### src/rtl/rfwa_pkg.sv
// Shared types for the register-file write-back arbiter.
// RFWA_BYPASS_EN enables write-to-read forwarding in the top.
package rfwa_pkg;

    localparam int XLEN_DEF  = 64;
    localparam int REG_IDX_W = 5;

    typedef enum logic {
        WB_ALU = 1'b0,
        WB_MEM = 1'b1
    } wb_src_e;

    typedef struct packed {
        logic                 we;
        logic [REG_IDX_W-1:0] idx;
        logic [XLEN_DEF-1:0]  data;
    } wb_port_t;

endpackage

### src/rtl/rr_arb2.sv
// Two-way round-robin arbiter; prio names the side that wins a tie.
// Grants are suppressed and prio frozen while en is low.
module rr_arb2
    import rfwa_pkg::*;
(
    input  logic       clk,
    input  logic       rst_n,
    input  logic [1:0] req,
    input  logic       en,
    output logic [1:0] gnt
);

    wb_src_e prio_q;
    wb_src_e prio_d;

    always_comb begin
        gnt    = 2'b00;
        prio_d = prio_q;
        if (en) begin
            unique case (req)
                2'b01:   gnt = 2'b01;
                2'b10:   gnt = 2'b10;
                2'b11:   gnt = (prio_q == WB_MEM) ? 2'b10 : 2'b01;
                default: gnt = 2'b00;
            endcase
        end
        // The side that just lost (or did not ask) wins the next tie
        if (gnt[WB_ALU]) begin
            prio_d = WB_MEM;
        end else if (gnt[WB_MEM]) begin
            prio_d = WB_ALU;
        end
    end

    always_ff @(posedge clk or negedge rst_n) begin
        if (!rst_n) begin
            prio_q <= WB_ALU;
        end else begin
            prio_q <= prio_d;
        end
    end

endmodule

### src/rtl/regfile_wb_arbiter.sv
// Shares the register file write port between ALU and load return.
// Define RFWA_BYPASS_EN to forward the committing write to the read ports.
module regfile_wb_arbiter
    import rfwa_pkg::*;
#(
    parameter int XLEN  = XLEN_DEF,
    parameter int CNT_W = 16
) (
    input  logic                 clk,
    input  logic                 rst_n,
    input  logic                 alu_valid,
    output logic                 alu_ready,
    input  logic [REG_IDX_W-1:0] alu_rd,
    input  logic [XLEN-1:0]      alu_data,
    input  logic                 mem_valid,
    output logic                 mem_ready,
    input  logic [REG_IDX_W-1:0] mem_rd,
    input  logic [XLEN-1:0]      mem_data,
    input  logic                 hold,
    output logic                 RegWrite,
    output logic [REG_IDX_W-1:0] rd,
    output logic [XLEN-1:0]      writeData,
    input  logic [REG_IDX_W-1:0] rs1,
    input  logic [REG_IDX_W-1:0] rs2,
    input  logic [XLEN-1:0]      rf_rdata1,
    input  logic [XLEN-1:0]      rf_rdata2,
    output logic [XLEN-1:0]      fwd_data1,
    output logic [XLEN-1:0]      fwd_data2,
    output logic [CNT_W-1:0]     conflict_cnt
);

    logic [1:0]           gnt;
    logic                 we_q, we_d;
    logic [REG_IDX_W-1:0] rd_q, rd_d;
    logic [XLEN-1:0]      data_q, data_d;
    logic [CNT_W-1:0]     cnt_q, cnt_d;

    rr_arb2 u_arb (
        .clk   (clk),
        .rst_n (rst_n),
        .req   ({mem_valid, alu_valid}),
        .en    (!hold),
        .gnt   (gnt)
    );

    assign alu_ready = gnt[WB_ALU];
    assign mem_ready = gnt[WB_MEM];

    always_comb begin
        we_d   = 1'b0;
        rd_d   = rd_q;
        data_d = data_q;
        cnt_d  = cnt_q;
        // x0 requests are consumed but never raise the write enable
        unique case (1'b1)
            gnt[WB_ALU]: begin
                we_d   = (alu_rd != '0);
                rd_d   = alu_rd;
                data_d = alu_data;
            end
            gnt[WB_MEM]: begin
                we_d   = (mem_rd != '0);
                rd_d   = mem_rd;
                data_d = mem_data;
            end
            default: ;
        endcase
        if (alu_valid && mem_valid && !hold && cnt_q != '1) begin
            cnt_d = cnt_q + 1'b1;
        end
    end

    always_ff @(posedge clk or negedge rst_n) begin
        if (!rst_n) begin
            we_q   <= 1'b0;
            rd_q   <= '0;
            data_q <= '0;
            cnt_q  <= '0;
        end else begin
            we_q   <= we_d;
            rd_q   <= rd_d;
            data_q <= data_d;
            cnt_q  <= cnt_d;
        end
    end

    assign RegWrite     = we_q;
    assign rd           = rd_q;
    assign writeData    = data_q;
    assign conflict_cnt = cnt_q;

`ifdef RFWA_BYPASS_EN
    assign fwd_data1 = (we_q && rd_q == rs1 && rs1 != '0) ? data_q : rf_rdata1;
    assign fwd_data2 = (we_q && rd_q == rs2 && rs2 != '0) ? data_q : rf_rdata2;
`else
    logic unused_rs;
    assign unused_rs = ^{rs1, rs2};
    assign fwd_data1 = rf_rdata1;
    assign fwd_data2 = rf_rdata2;
`endif

endmodule

### config.mk
export PLATFORM = sky130hd
export DESIGN_NAME = regfile_wb_arbiter
export DESIGN_NICKNAME = d
export VERILOG_FILES = /design/src/rtl/rfwa_pkg.sv /design/src/rtl/rr_arb2.sv /design/src/rtl/regfile_wb_arbiter.sv
export SDC_FILE = /design/constraint.sdc
export NUM_CORES = 1
export LEC_CHECK = 0
export BUFFER_PORTS_ARGS = -buffer_cell sky130_fd_sc_hd__buf_2
export CAP_MARGIN = 20
export CORE_AREA = 2 2 191 193
export DETAILED_ROUTE_END_ITERATION = 10
export DIE_AREA = 0 0 193 195
export SETUP_SLACK_MARGIN = 0.05
export SLEW_MARGIN = 20
export SYNTH_ARGS = -nofsm -noshare
export SYNTH_HDL_FRONTEND = slang
export SYNTH_SLANG_ARGS = --single-unit
### constraint.sdc
create_clock -name clk -period 4.77 [get_ports clk]
set_clock_uncertainty 0.1 [all_clocks]
set_input_delay 0.954 -clock clk [delete_from_list [all_inputs] [get_ports clk]]
set_output_delay 0.954 -clock clk [all_outputs]
set_load 0.005 [all_outputs]
# Yosys cells after proc, flatten, opt, wreduce, memory -nomap -nowiden
# Index checks and enable logic that the tools add are counted.
[word_totals]
mem_bits_rw = 0
output_inout_bits = 216
n_memories = 0
latchBits = 0
register_bits = 87
inputBits = 281
wordCells = 25
romBits = 0
[classes]
multipliers = 0
n_shift = 0
n_reduce_logical = 7
n_addsub = 1
magnitude_cmp = 0
n_eq_ne = 4
n_mux = 8
n_div = 0
bitwise = 0
[ops]
columns = ["cell", "n"]
rows = [
  ["case mux 64 bit (2 select lines)", 1],
  ["adder 16 x 1 -> 16 bit, second input constant", 1],
  ["inequality test 16 bit, second input constant", 1],
  ["case mux 5 bit (2 select lines)", 1],
  ["nonzero test 5 bit", 2],
  ["case mux 2 bit (3 select lines)", 1],
  ["equality test 2 bit, second input constant", 2],
  ["two-way mux 2 bit", 2],
  ["logical AND 1 bit", 3],
  ["equality test 2 x 1 -> 1 bit, second input constant", 1],
  ["two-way mux 1 bit", 2],
  ["case mux 1 bit (2 select lines)", 1],
  ["nonzero test 2 bit", 1],
  ["logical NOT 1 bit", 1],
]

# Logic depth before layout (Yosys ltp)
# Gate-level depths: netlist of run 1.
[depth]
depth_word = 5
ltp_mapped = 6
ltp_nobuf = 5

# Cells and area by module
# From an unflattened synthesis of run 1, not the netlist that was laid out.
[hier_totals]
cells_unflattened = 513
hier_area_um2 = 5029.8
[by_module_without_submodules]
columns = ["module", "instances", "cells_per_inst", "seq_area_each_um2", "area_per_inst_um2"]
rows = [
  ["regfile_wb_arbiter", 1, 504, 2152.1, 4961.0],
  ["rr_arb2", 1, 9, 25.0, 68.8],
]

# Worst setup path before layout of run 1
# No wires, ideal clock.
[synth_timing]
kind = "input to output"
from = "in alu_valid"
to = "out mem_ready"
required_ns = 3.716
setup_slack_ns = 2.028
path_buffers = 1
arrival_time_ns = 1.688
path_stages = 4
cell_sequence = "inv_1 o21ai_1 clkbuf_1 inv_1"
[synth_between]
elab_chain_len = 3
elab_cells_between_ends = 5
cone_classes = "eq/ne (3); mux (2)"
[synth_rtl]
columns = ["element", "line_no", "rtl"]
rows = [
  ["start: declaration", "regfile_wb_arbiter.sv:11", "input logic alu_valid,"],
  ["equality test 2 bit / equality test 2 x 1 -> 1 bit (equally long branches)", "rr_arb2.sv:20", "unique case (req)"],
  ["case mux 2 bit (3 select lines) *", "rr_arb2.sv:20", ""],
  ["two-way mux 2 bit *", "rr_arb2.sv:19", "if (en) begin"],
  ["end: declaration", "regfile_wb_arbiter.sv:16", "output logic mem_ready,"],
]
# Mark *: on every way between the ends. The rest lies on a longest branch, timed or not.

# Final worst setup path of run 1
[layout_timing]
from = "in hold"
to = "out alu_ready"
[layout_between]
elab_chain_len = 1
[layout_rtl]
columns = ["element", "line_no", "rtl"]
rows = [
  ["start: declaration", "regfile_wb_arbiter.sv:19", "input logic hold,"],
  ["two-way mux 2 bit", "rr_arb2.sv:19", ""],
  ["end: declaration", "regfile_wb_arbiter.sv:12", "output logic alu_ready,"],
]
# No other way between the ends.

==> run summary, run 1 <==
TIMING
----------------------------------------------------------------------------------------
Final setup viols                                                                      0
Worst Setup Slack, final                                                         1861 ps
Setup repair after global routing missed its margin                                false
Tmin final                                                                       2909 ps
Maximum clock frequency                                                       0.3438 GHz
Final hold viol count                                                                  0
Normalized max-slew margin                                                        39.12%
Total count of max-transition violations in the final report                           0
Accumulated negative setup slack                                                    0 ps
Slew of the pin with the lowest slew margin                                     911.1 ps
Final period utilization                                                          60.99%

CELLS AND AREA
----------------------------------------------------------------------------------------
Commonest cells after routing, fill and taps aside                          buf_2 (229), nor2_1 (146), dfrtp_1 (87)
Final net count                                                                      894
Layout cells sized above 1                                                        41.82%
Area delta synth->final                                                           23.16%
Seq. cell area                                                                  2177 µm²
Area of the multi-input gates                                                   1408 µm²
Fill cells                                                                         4,059
Most common cell after layout, fill and taps aside                                 buf_2
Non-Filler Cell Area, Final                                                     5702 µm²
Final instance count without filler cells                                          1,079

SYNTH
----------------------------------------------------------------------------------------
Post-synthesis register bit count                                                     87
Post-synthesis instance total                                                        514
Main synth FF type                                                               dfrtp_1
Cell types occupying the most area after synthesis                          dfrtp_1 (47%), buf_4 (21%), nor2_1 (12%)
Top cell type by total area after synthesis                                      dfrtp_1
Distinct cells, synth                                                                 27
Netlist Area Pre-Place                                                          4629 µm²
Top-area cell type share of the netlist area                                      47.03%
Mean instance size in the synthesized netlist                                  9.007 µm²
Async SR Flop Fraction                                                            100.0%
Yosys warnings                                                                         0
Fraction of the yosys area taken by sequential cells                              47.03%
Syn Nets                                                                             796
Number of enable flip-flop cells after synthesis                                       0

DIE
----------------------------------------------------------------------------------------
Core Rows                                                                             69
Boundary pin count                                                                   497
Die Y-Extent                                                                      195 µm
Die Footprint                                                                 37,640 µm²
Area of the core                                                              35,400 µm²
Floorplan die width                                                               193 µm
Starting Density                                                                  13.08%

CLOCKING
----------------------------------------------------------------------------------------
Root buffer cell                                                               clkbuf_16
Hold buffer count at cts                                                               0
Num Clock Sinks                                                                       87
Register clock-pin slew on the reported worst setup and hold paths                 70 ps
Total number of H-tree levels                                                          3
Buffers inserted during post-CTS setup optimization                                    0
Clock latency at the later pin of the worst-skew pair                             370 ps
CTS-repair resized insts                                                               0
Maximum count of clock buffers along a single path                                     2
Clock buffer count from CTS                                                            9
Clock tree from TritonCTS                                                          built

PLACEMENT
----------------------------------------------------------------------------------------
Placed instance count                                                              1,062
DPL Wire Length                                                                12,400 µm
# port buffers                                                                       230
Post-DP Area                                                                    5390 µm²
Global placement routability congestion                                           0.7716
Setup slack at placement                                                         1815 ps

WORST SETUP PATH
----------------------------------------------------------------------------------------
Kind of launch point of the worst setup path                                   input pin
Type of destination of the critical path                                     output port
Series of cell instances along the critical path                            buf_2 -> nor2b_1 -> nand2_4 -> inv_1 -> buf_2
Worst Path Max Fanout                                                                 27
Library cell contributing the largest single delay on the critical path          nand2_4
Worst stage delay on the critical path                                            290 ps
Family of cells with the greatest summed delay on the critical path         simple AND/OR/NAND/NOR gates
Most common cell type on the critical path                                         buf_2
Critical Path AT                                                                 1860 ps
Data required time at the worst endpoint                                         3720 ps
Startpoint-to-endpoint class of the critical path                                 in2out
Worst path bufs/invs                                                                   3

GLOBAL ROUTING
----------------------------------------------------------------------------------------
Number of global-route vias before repair                                          3,794
Largest net degree at the start of global routing                                     48
Overall track demand over capacity in global routing                              8.405%
First-pass GRT wire length                                                     22,470 µm
Initial antenna violation count                                                        1
Grt ovf                                                                                0

POWER
----------------------------------------------------------------------------------------
Maximum ir drop on the vdd rail                                                 166.9 µV
Static Leakage                                                               0.002654 µW
Net switching power                                                             626.9 µW
Sequential group share of total power                                              44.3%
Clock network fraction of design power                                             35.8%
Overall power of the completed layout                                            2099 µW
Logic pwr share                                                                    20.0%
Pwr/cell area                                                               368.1 nW/µm²
Switching share of total power                                                    29.87%
Internal                                                                         1472 µW

ROUTING
----------------------------------------------------------------------------------------
Post-route ant nets                                                                    0
1st-iter DRT viols                                                                    80
Number of search-and-repair iterations in the first detailed-routing pass              4
Vias after detailed routing                                                        3,816
Overall routed net length                                                      15,820 µm
Number of DRC violations after detailed routing                                        0
Routed len/inst                                                                 14.67 µm
Mean number of vias per cell                                                       3.537

HOLD PATH
----------------------------------------------------------------------------------------
Hold Crit Class                                                                  reg2reg

FLOW RUN
----------------------------------------------------------------------------------------
Number of maximum-capacitance violations                                               0

STATUS
----------------------------------------------------------------------------------------
Result of the run                                                           finished, final reports clean

==> metal layers <==
| metal | routed length (µm) | GRT usage [%] |
|---|---|---|
| met1 | 5620 | 8.337 |
| met2 | 7507 | 13.42 |
| met3 | 1677 | 3.774 |
| met4 | 1019 | 6.987 |
| met5 | 0 | 0 |
==> state kept, by name, summed over array words and instances (netlist names) <==
signal / flops
writeData: 64
conflict_cnt: 16
rd: 5
RegWrite: 1
u_arb.prio_q: 1
==> synth_stat cells (all sizes together), types with 2 or more instances <==
library cell	n
nor2	146
buf	131
dfrtp	87
o22ai	70
clkbuf	19
xor2	14
nand2	8
inv	6
nor3	6
nand3	4
nand4	4
and3	3
nor2b	3
a21oi	2
nor4	2
or4	2
==> path summary, 6_finish.rpt <==
| kind | slack [ps] | startpoint | cells after the start | endpoint |
|---|---|---|---|---|
| max in group asynchronous | 3000 | rst_n | 2 | writeData[11] |
| min | 390 | writeData[59] | 2 | writeData[59] |
| max | 1860 | hold | 5 | alu_ready |
| min reg2reg | 390 | writeData[59] | 2 | writeData[59] |
| max reg2reg | 2500 | conflict_cnt[0] | 4 | conflict_cnt[1] |
| min in group asynchronous | 470 | rst_n | 1 | writeData[37] |
==> per-stage QoR <==
step	util [%]	hold WS [ps]
2_1_floorplan	-	363.3
3_3_place_gp	15.23	373.9
3_5_place_dp	15.23	383.5
4_1_cts	16.10	400.7
5_1_grt	16.10	423.5
6_report	16.11	393.5
==> tightest hold or removal path, cell delays in order, from the launching register on <==
cell and delay, ps:
dfrtp_1 340, nor2_1 50, nor2_1 70
==> area by class of cell <==
type / count / area share, %
Clock buffer: 10 / 4.191
Tap cell: 461 / 10.12
Inverter: 6 / 0.3950
Sequential cell: 87 / 38.18
Multi-Input combinational cell: 271 / 24.69
Antenna cell: 1 / 0.04389
Timing Repair Buffer: 237 / 21.15
Clock inverter: 6 / 1.229
==> power by group through the flow <==
| stage | registers, µW | clock network (µW) | logic (µW) |
|---|---|---|---|
| finish | 929 | 751 | 419 |
| CTS | 932 | 799 | 432 |
| floorplan | 947 | 0 | 247 |
| global route | 948 | 824 | 477 |
| global placement | 937 | 0 | 426 |
| detailed placement | 943 | 0 | 433 |
==> cells by family after synthesis <==
family                     after synthesis  share of synthesized area [%]
adders and majority gates                1                         0.2702
muxes                                    1                         0.2432
and+or+nand+nor                        180                          16.03
AOI/OAI and AO/OA                       74                          10.38
DFF                                     87                          47.03
buffers and inverters                  156                          23.22
xor gates and xnor gates                15                          2.838
Power figures use the tool's default switching activity.
==> run 2, diff against run 1 <==
--- a/config.mk
+++ b/config.mk
@@ -5,6 +5,7 @@
 export SDC_FILE = /design/constraint.sdc
 export NUM_CORES = 1
 export LEC_CHECK = 0
+export ABC_AREA = 1
 export BUFFER_PORTS_ARGS = -buffer_cell sky130_fd_sc_hd__buf_2
 export CAP_MARGIN = 20
 export CORE_AREA = 2 2 191 193
==> constraint.sdc (replaced) <==
create_clock -name clk -period 2.8 [get_ports clk]
set_clock_uncertainty 0.1 [all_clocks]
set_input_delay 0.56 -clock clk [delete_from_list [all_inputs] [get_ports clk]]
set_output_delay 0.56 -clock clk [all_outputs]
set_load 0.005 [all_outputs]
==> run 2 against run 1 <==
Compared with the run above:
- synthesized area up 6.0%
- register-to-register slack worse by 1600 ps
- combinational power up 93%
- final cell count up 7.0%
- routed wire length up 30%
- setup slack worse by 1200 ps
- sequential cell count unchanged
- via count up 13%
- critical endpoint is now mem_ready
- largest cell class unchanged
==> run summary, run 2 <==
CLOCKING
----------------------------------------------------------------------------------------
Clock tree from TritonCTS                                                          built
Clock latency at the later pin of the worst-skew pair                             370 ps   about the same
Clock buffer count from CTS                                                            9   unchanged
Root buffer cell                                                               clkbuf_16
Buffers inserted during post-CTS setup optimization                                    0   unchanged
Num Clock Sinks                                                                       87   unchanged
Maximum count of clock buffers along a single path                                     2   unchanged
Register clock-pin slew on the reported worst setup and hold paths                 70 ps   about the same
Total number of H-tree levels                                                          3   unchanged
Hold buffer count at cts                                                               0   unchanged
CTS-repair resized insts                                                               0   unchanged

TIMING
----------------------------------------------------------------------------------------
Slew of the pin with the lowest slew margin                                     482.1 ps   -429.0 ps
Worst-case hold slack                                                           26.07 ps   -367.4 ps
Tmin final                                                                       2164 ps
Accumulated negative setup slack                                                    0 ps   unchanged
Total count of max-transition violations in the final report                           0   unchanged
Final setup viols                                                                      0   unchanged
Setup repair after global routing missed its margin                                false
Final period utilization                                                          77.28%
Normalized max-slew margin                                                        67.67%   +29 points
Final hold viol count                                                                  0   unchanged
Worst Setup Slack, final                                                        636.1 ps   -1225 ps
Maximum clock frequency                                                       0.4621 GHz

WORST SETUP PATH
----------------------------------------------------------------------------------------
Critical Path AT                                                                 1500 ps   -360 ps
Series of cell instances along the critical path                            inv_1 -> nand2_1 -> nand2_2 -> inv_1 -> buf_2
Startpoint-to-endpoint class of the critical path                                reg2out
Family of cells with the greatest summed delay on the critical path         buffers and inverters
Most common cell type on the critical path                                         inv_1
Library cell contributing the largest single delay on the critical path          dfrtp_1
Data required time at the worst endpoint                                         2140 ps   -1580 ps
Worst stage delay on the critical path                                            380 ps   +90 ps
Kind of launch point of the worst setup path                                        flop
Type of destination of the critical path                                     output port
Worst path bufs/invs                                                                   3   unchanged
Worst Path Max Fanout                                                                 17   -37%

DIE
----------------------------------------------------------------------------------------
Die Footprint                                                                 37,640 µm²   unchanged
Boundary pin count                                                                   497   unchanged
Die Y-Extent                                                                      195 µm   unchanged
Core Rows                                                                             69   unchanged
Starting Density                                                                  13.86%   +0.78 points
Area of the core                                                              35,400 µm²   unchanged
Floorplan die width                                                               193 µm   unchanged

PLACEMENT
----------------------------------------------------------------------------------------
Global placement routability congestion                                           0.8410   +9.0%
DPL Wire Length                                                                16,720 µm   +35%
# port buffers                                                                       230   unchanged
Setup slack at placement                                                        506.2 ps   -1309 ps

SYNTH
----------------------------------------------------------------------------------------
Most frequent cell after synthesis                                                nor2_1
Yosys warnings                                                                         0   unchanged
Async SR Flop Fraction                                                            100.0%   unchanged
Top cell type by total area after synthesis                                      dfrtp_1
Top-area cell type share of the netlist area                                      44.37%   -2.7 points
Fraction of the yosys area taken by sequential cells                              44.37%   -2.7 points
Post-synthesis instance total                                                        591   +15%
Number of enable flip-flop cells after synthesis                                       0   unchanged
Mean instance size in the synthesized netlist                                  8.303 µm²   -7.8%
Cell types occupying the most area after synthesis                          dfrtp_1 (44%), buf_4 (20%), nor2_1 (11%)
Netlist Area Pre-Place                                                          4907 µm²   +6.0%
Syn Nets                                                                             873   +9.7%
Distinct cells, synth                                                                 25   -7.4%
Commonest cells post-synth                                                  nor2_1 (150), buf_4 (128), dfrtp_1 (87)
Main synth FF type                                                               dfrtp_1
Post-synthesis register bit count                                                     87   unchanged

POWER
----------------------------------------------------------------------------------------
Pwr/cell area                                                               609.3 nW/µm²   +66%
Maximum ir drop on the vdd rail                                                 346.3 µV   +110%
Static Leakage                                                               0.002793 µW   +5.3%

GLOBAL ROUTING
----------------------------------------------------------------------------------------
Overall track demand over capacity in global routing                              10.51%   +2.1 points
Number of global-route vias before repair                                          4,042   +6.5%
Grt ovf                                                                                0   unchanged
Largest net degree at the start of global routing                                     57   +19%
First-pass GRT wire length                                                     27,660 µm   +23%
Initial antenna violation count                                                        1   unchanged

CELLS AND AREA
----------------------------------------------------------------------------------------
Fill cells                                                                         4,058   -0.025%
Layout cells sized above 1                                                        37.95%   -3.9 points
Most common cell after layout, fill and taps aside                                 buf_2
Area delta synth->final                                                           20.42%
Diodes inserted                                                                        0   -1
Commonest cells after routing, fill and taps aside                          buf_2 (229), nor2_1 (150), dfrtp_1 (87)
Post-route core utilization                                                       16.69%   +0.59 points
Final net count                                                                      970   +8.5%
Number of flip-flops under the largest register name                                  64   unchanged

ROUTING
----------------------------------------------------------------------------------------
Post-route ant nets                                                                    0   unchanged
Number of DRC violations after detailed routing                                        0   unchanged
1st-iter DRT viols                                                                   155   +94%
Number of search-and-repair iterations in the first detailed-routing pass              5   +1
Overall routed net length                                                      20,580 µm   +30%
Vias after detailed routing                                                        4,319   +13%
Mean number of vias per cell                                                       3.743   +5.8%
Routed len/inst                                                                 17.83 µm   +22%

FLOW RUN
----------------------------------------------------------------------------------------
Number of maximum-capacitance violations                                               0   unchanged

STATUS
----------------------------------------------------------------------------------------
Result of the run                                                           finished, final reports clean

HOLD PATH
----------------------------------------------------------------------------------------
Hold Crit Class                                                                 in2async

## run 2: cell count changes after synthesis, moves of 7 or more
cell,previous run,this run
buf_2,1,10
nand2_1,8,70
clkbuf_1,19,1
buf_1,1,8
inv_1,6,21
xor2_1,14,0
## run 2: worst reg2reg max path, delay by kind of cell, from the launching register on
family                 cells  cell delay, ps
buffers and inverters      2             360
and+or+nand+nor            4             700
DFF                        1             380
AOI/OAI and AO/OA          1             200
## run 2: cell type report
type	instances	area, µm²	share of cell area [%]
sequential	87	2177	36.84
inverter	22	82.58	1.397
clock inverter	7	47.55	0.8046
tap	461	576.8	9.761
multi-input combinational	332	1577	26.68
timing repair buffer	236	1224	20.71
clock buffer	9	225.2	3.811
## run 2: through the flow
stage,std cells,total power [µW],instance area [µm²]
global placement,1138,2456,5637
finish,1154,3601,5909
global route,1154,3856,5909
detailed placement,1138,2467,5637
CTS,1154,3697,5909
floorplan,591,2112,4907
## run 2: final timing paths
kind / startpoint / endpoint / slack, ps / depth (start not counted)
max: u_arb.prio_q / mem_ready / 640 / 5
min: rst_n / conflict_cnt[13] / 30 / 1
max reg2reg: u_arb.prio_q / writeData[13] / 950 / 7
min reg2reg: conflict_cnt[15] / conflict_cnt[15] / 430 / 2
min in group clk: alu_data[29] / writeData[29] / 320 / 3
max in group asynchronous: rst_n / writeData[17] / 1890 / 2
## run 2: where the power goes
part           internal, µW  leakage [µW]  switching, µW
clock network           601      0.000132            565
logic                   374       0.00165            435
registers              1470       0.00101            155
## run 2: routing by layer
layer	up-vias	track usage, %	part of all wire [%]
met5	-	0.5305	0
met4	0	7.267	5.8
met3	71	4.889	13
met2	261	17.46	48
met1	1991	10.30	33
li1	1996	-	-
## run 2: logic make-up (layout without fill, tap and decap cells)
kind of cell / count (synthesis) / count (layout) / share of synthesized area, %
flip-flops: 87 / 87 / 44.37
AND/OR/NAND/NOR: 245 / 245 / 20.47
buffers and inverters: 172 / 274 / 23.66
adder cells (fa/ha/maj): 1 / 1 / 0.2549
AO/OA/AOI/OAI: 80 / 80 / 10.17
XOR/XNOR: 6 / 6 / 1.071
==> run 3, diff against run 2 <==
==> constraint.sdc (replaced) <==
create_clock -name clk -period 2.2 [get_ports clk]
set_clock_uncertainty 0.1 [all_clocks]
set_input_delay 0.44 -clock clk [delete_from_list [all_inputs] [get_ports clk]]
set_output_delay 0.44 -clock clk [all_outputs]
set_load 0.005 [all_outputs]
==> run 3 against run 2 <==
Compared with the run above:
- sequential power up 26%
- via count grew 0.42%
- cell area grew 1.0%
- final cell count grew 0.26%
- die area unchanged
- combinational power increased by 29%
- register-to-register slack worse by 400 ps
- critical endpoint unchanged
- largest cell class unchanged
==> run summary, run 3 (synthesis results as in run 2) <==
TIMING
----------------------------------------------------------------------------------------
Final setup viols                                                                      0   unchanged
Tmin final                                                                       1847 ps
Setup repair after global routing missed its margin                                false
Slew of the pin with the lowest slew margin                                     502.8 ps   +20.69 ps
Total count of max-transition violations in the final report                           0   unchanged
Accumulated negative setup slack                                                    0 ps   unchanged
Final period utilization                                                          83.94%
Maximum clock frequency                                                       0.5415 GHz
Normalized max-slew margin                                                        66.48%   -1.2 points
Final hold viol count                                                                  0   unchanged
Worst-case hold slack                                                           2.479 ps   -23.59 ps

ROUTING
----------------------------------------------------------------------------------------
Mean number of vias per cell                                                       3.748   +0.16%
Overall routed net length                                                      20,540 µm   -0.17%
Vias after detailed routing                                                        4,337   +0.42%
Number of DRC violations after detailed routing                                        0   unchanged
Post-route ant nets                                                                    0   unchanged
1st-iter DRT viols                                                                   187   +21%
Routed len/inst                                                                 17.75 µm   -0.43%
Number of search-and-repair iterations in the first detailed-routing pass              4   -1

POWER
----------------------------------------------------------------------------------------
Static Leakage                                                               0.002826 µW   +1.2%
Maximum ir drop on the vdd rail                                                 360.3 µV   +4.0%
Pwr/cell area                                                               796.7 nW/µm²   +31%

CELLS AND AREA
----------------------------------------------------------------------------------------
Layout cells sized above 1                                                        38.22%   +0.27 points
Number of flip-flops under the largest register name                                  64   unchanged
Post-route core utilization                                                       16.87%   +0.17 points
Final net count                                                                      973   +0.31%
Diodes inserted                                                                        0   unchanged
Most common cell after layout, fill and taps aside                                 buf_2
Commonest cells after routing, fill and taps aside                          buf_2 (229), nor2_1 (150), dfrtp_1 (87)
Fill cells                                                                         4,045   -0.32%
Non-Filler Cell Area, Final                                                     5971 µm²   +1.0%
Final instance count without filler cells                                          1,157   +0.26%
Area delta synth->final                                                           21.67%

GLOBAL ROUTING
----------------------------------------------------------------------------------------
Overall track demand over capacity in global routing                              10.50%   -0.017 points
Initial antenna violation count                                                        2   +1
First-pass GRT wire length                                                     27,760 µm   +0.35%
Grt ovf                                                                                0   unchanged
Largest net degree at the start of global routing                                     88   +54%
Number of global-route vias before repair                                          4,082   +0.99%

DIE
----------------------------------------------------------------------------------------
Area of the core                                                              35,400 µm²   unchanged
Die Y-Extent                                                                      195 µm   unchanged
Starting Density                                                                  13.86%   unchanged
Boundary pin count                                                                   497   unchanged
Floorplan die width                                                               193 µm   unchanged
Core Rows                                                                             69   unchanged
Die Footprint                                                                 37,640 µm²   unchanged

STATUS
----------------------------------------------------------------------------------------
Result of the run                                                           finished, final reports clean

CLOCKING
----------------------------------------------------------------------------------------
Clock tree from TritonCTS                                                          built
Clock buffer count from CTS                                                            9   unchanged
Clock latency at the later pin of the worst-skew pair                             360 ps   about the same
Maximum count of clock buffers along a single path                                     2   unchanged
Hold buffer count at cts                                                               0   unchanged
Total number of H-tree levels                                                          3   unchanged
Register clock-pin slew on the reported worst setup and hold paths                 70 ps   about the same
CTS-repair resized insts                                                               0   unchanged
Root buffer cell                                                               clkbuf_16
Num Clock Sinks                                                                       87   unchanged
Buffers inserted during post-CTS setup optimization                                    0   unchanged

PLACEMENT
----------------------------------------------------------------------------------------
Placed instance count                                                              1,141   +0.26%
DPL Wire Length                                                                16,780 µm   +0.40%
Post-DP Area                                                                    5659 µm²   +0.40%
# port buffers                                                                       230   unchanged
Global placement routability congestion                                           0.8553   +1.7%

WORST SETUP PATH
----------------------------------------------------------------------------------------
Startpoint-to-endpoint class of the critical path                                reg2out
Type of destination of the critical path                                     output port
Kind of launch point of the worst setup path                                        flop
Data required time at the worst endpoint                                         1660 ps   -480 ps
Critical Path AT                                                                 1310 ps   -190 ps
Worst Path Max Fanout                                                                  6   -11
Cell count of the worst reg-to-reg path                                                6   -1

HOLD PATH
----------------------------------------------------------------------------------------
Hold Crit Class                                                                 in2async

FLOW RUN
----------------------------------------------------------------------------------------
Number of maximum-capacitance violations                                               0   unchanged

[run 3: where the power goes]
group | leakage (µW) | internal [µW] | switching [µW]
registers | 0.00101 | 1870 | 193
logic | 0.00167 | 482 | 558
clock network | 0.000150 | 907 | 746
[run 3: final cells by class]
type | count | area [µm²] | area share [%]
clock buffer | 9 | 225.2 | 3.772
clock inverter | 7 | 86.33 | 1.446
inverter | 22 | 82.58 | 1.383
multi-input combinational | 332 | 1577 | 26.40
sequential | 87 | 2177 | 36.46
tap | 461 | 576.8 | 9.661
timing repair buffer | 239 | 1246 | 20.87
[run 3: per-layer routing]
layer | share of wire, % | vias to the layer above | wire length (µm) | global-route usage [%]
met4 | 5.9 | 2 | 1205 | 6.425
li1 | - | 2002 | - | -
met2 | 47 | 250 | 9728 | 16.91
met1 | 34 | 2014 | 7037 | 10.60
met5 | 0.17 | - | 34 | 0.5305
met3 | 12 | 69 | 2535 | 5.607
[run 3: path summary, 6_finish.rpt]
check	start	to	slack (ps)
setup / recovery	u_arb.prio_q	mem_ready	350
hold / removal	rst_n	conflict_cnt[13]	2
setup reg to reg	conflict_cnt[0]	conflict_cnt[0]	550
hold reg to reg	writeData[0]	writeData[0]	440
max in group asynchronous	rst_n	writeData[16]	1580
min in group clk	alu_data[54]	writeData[54]	200
[run 3: stage by stage]
stage | total power, µW | setup WS, ps
5_1_grt | 5085 | 228.6
2_1_floorplan | 2688 | 715.0
4_1_cts | 4877 | 269.0
6_report | 4757 | 353.3
3_3_place_gp | 3134 | 460.5
3_5_place_dp | 3149 | 405.6
[run 3: worst max-delay path: stages (launching register included)]
cell and delay [ps]:
dfrtp_1 380, inv_1 70, nand2_1 60, nand2_2 160, inv_1 120, buf_2 150
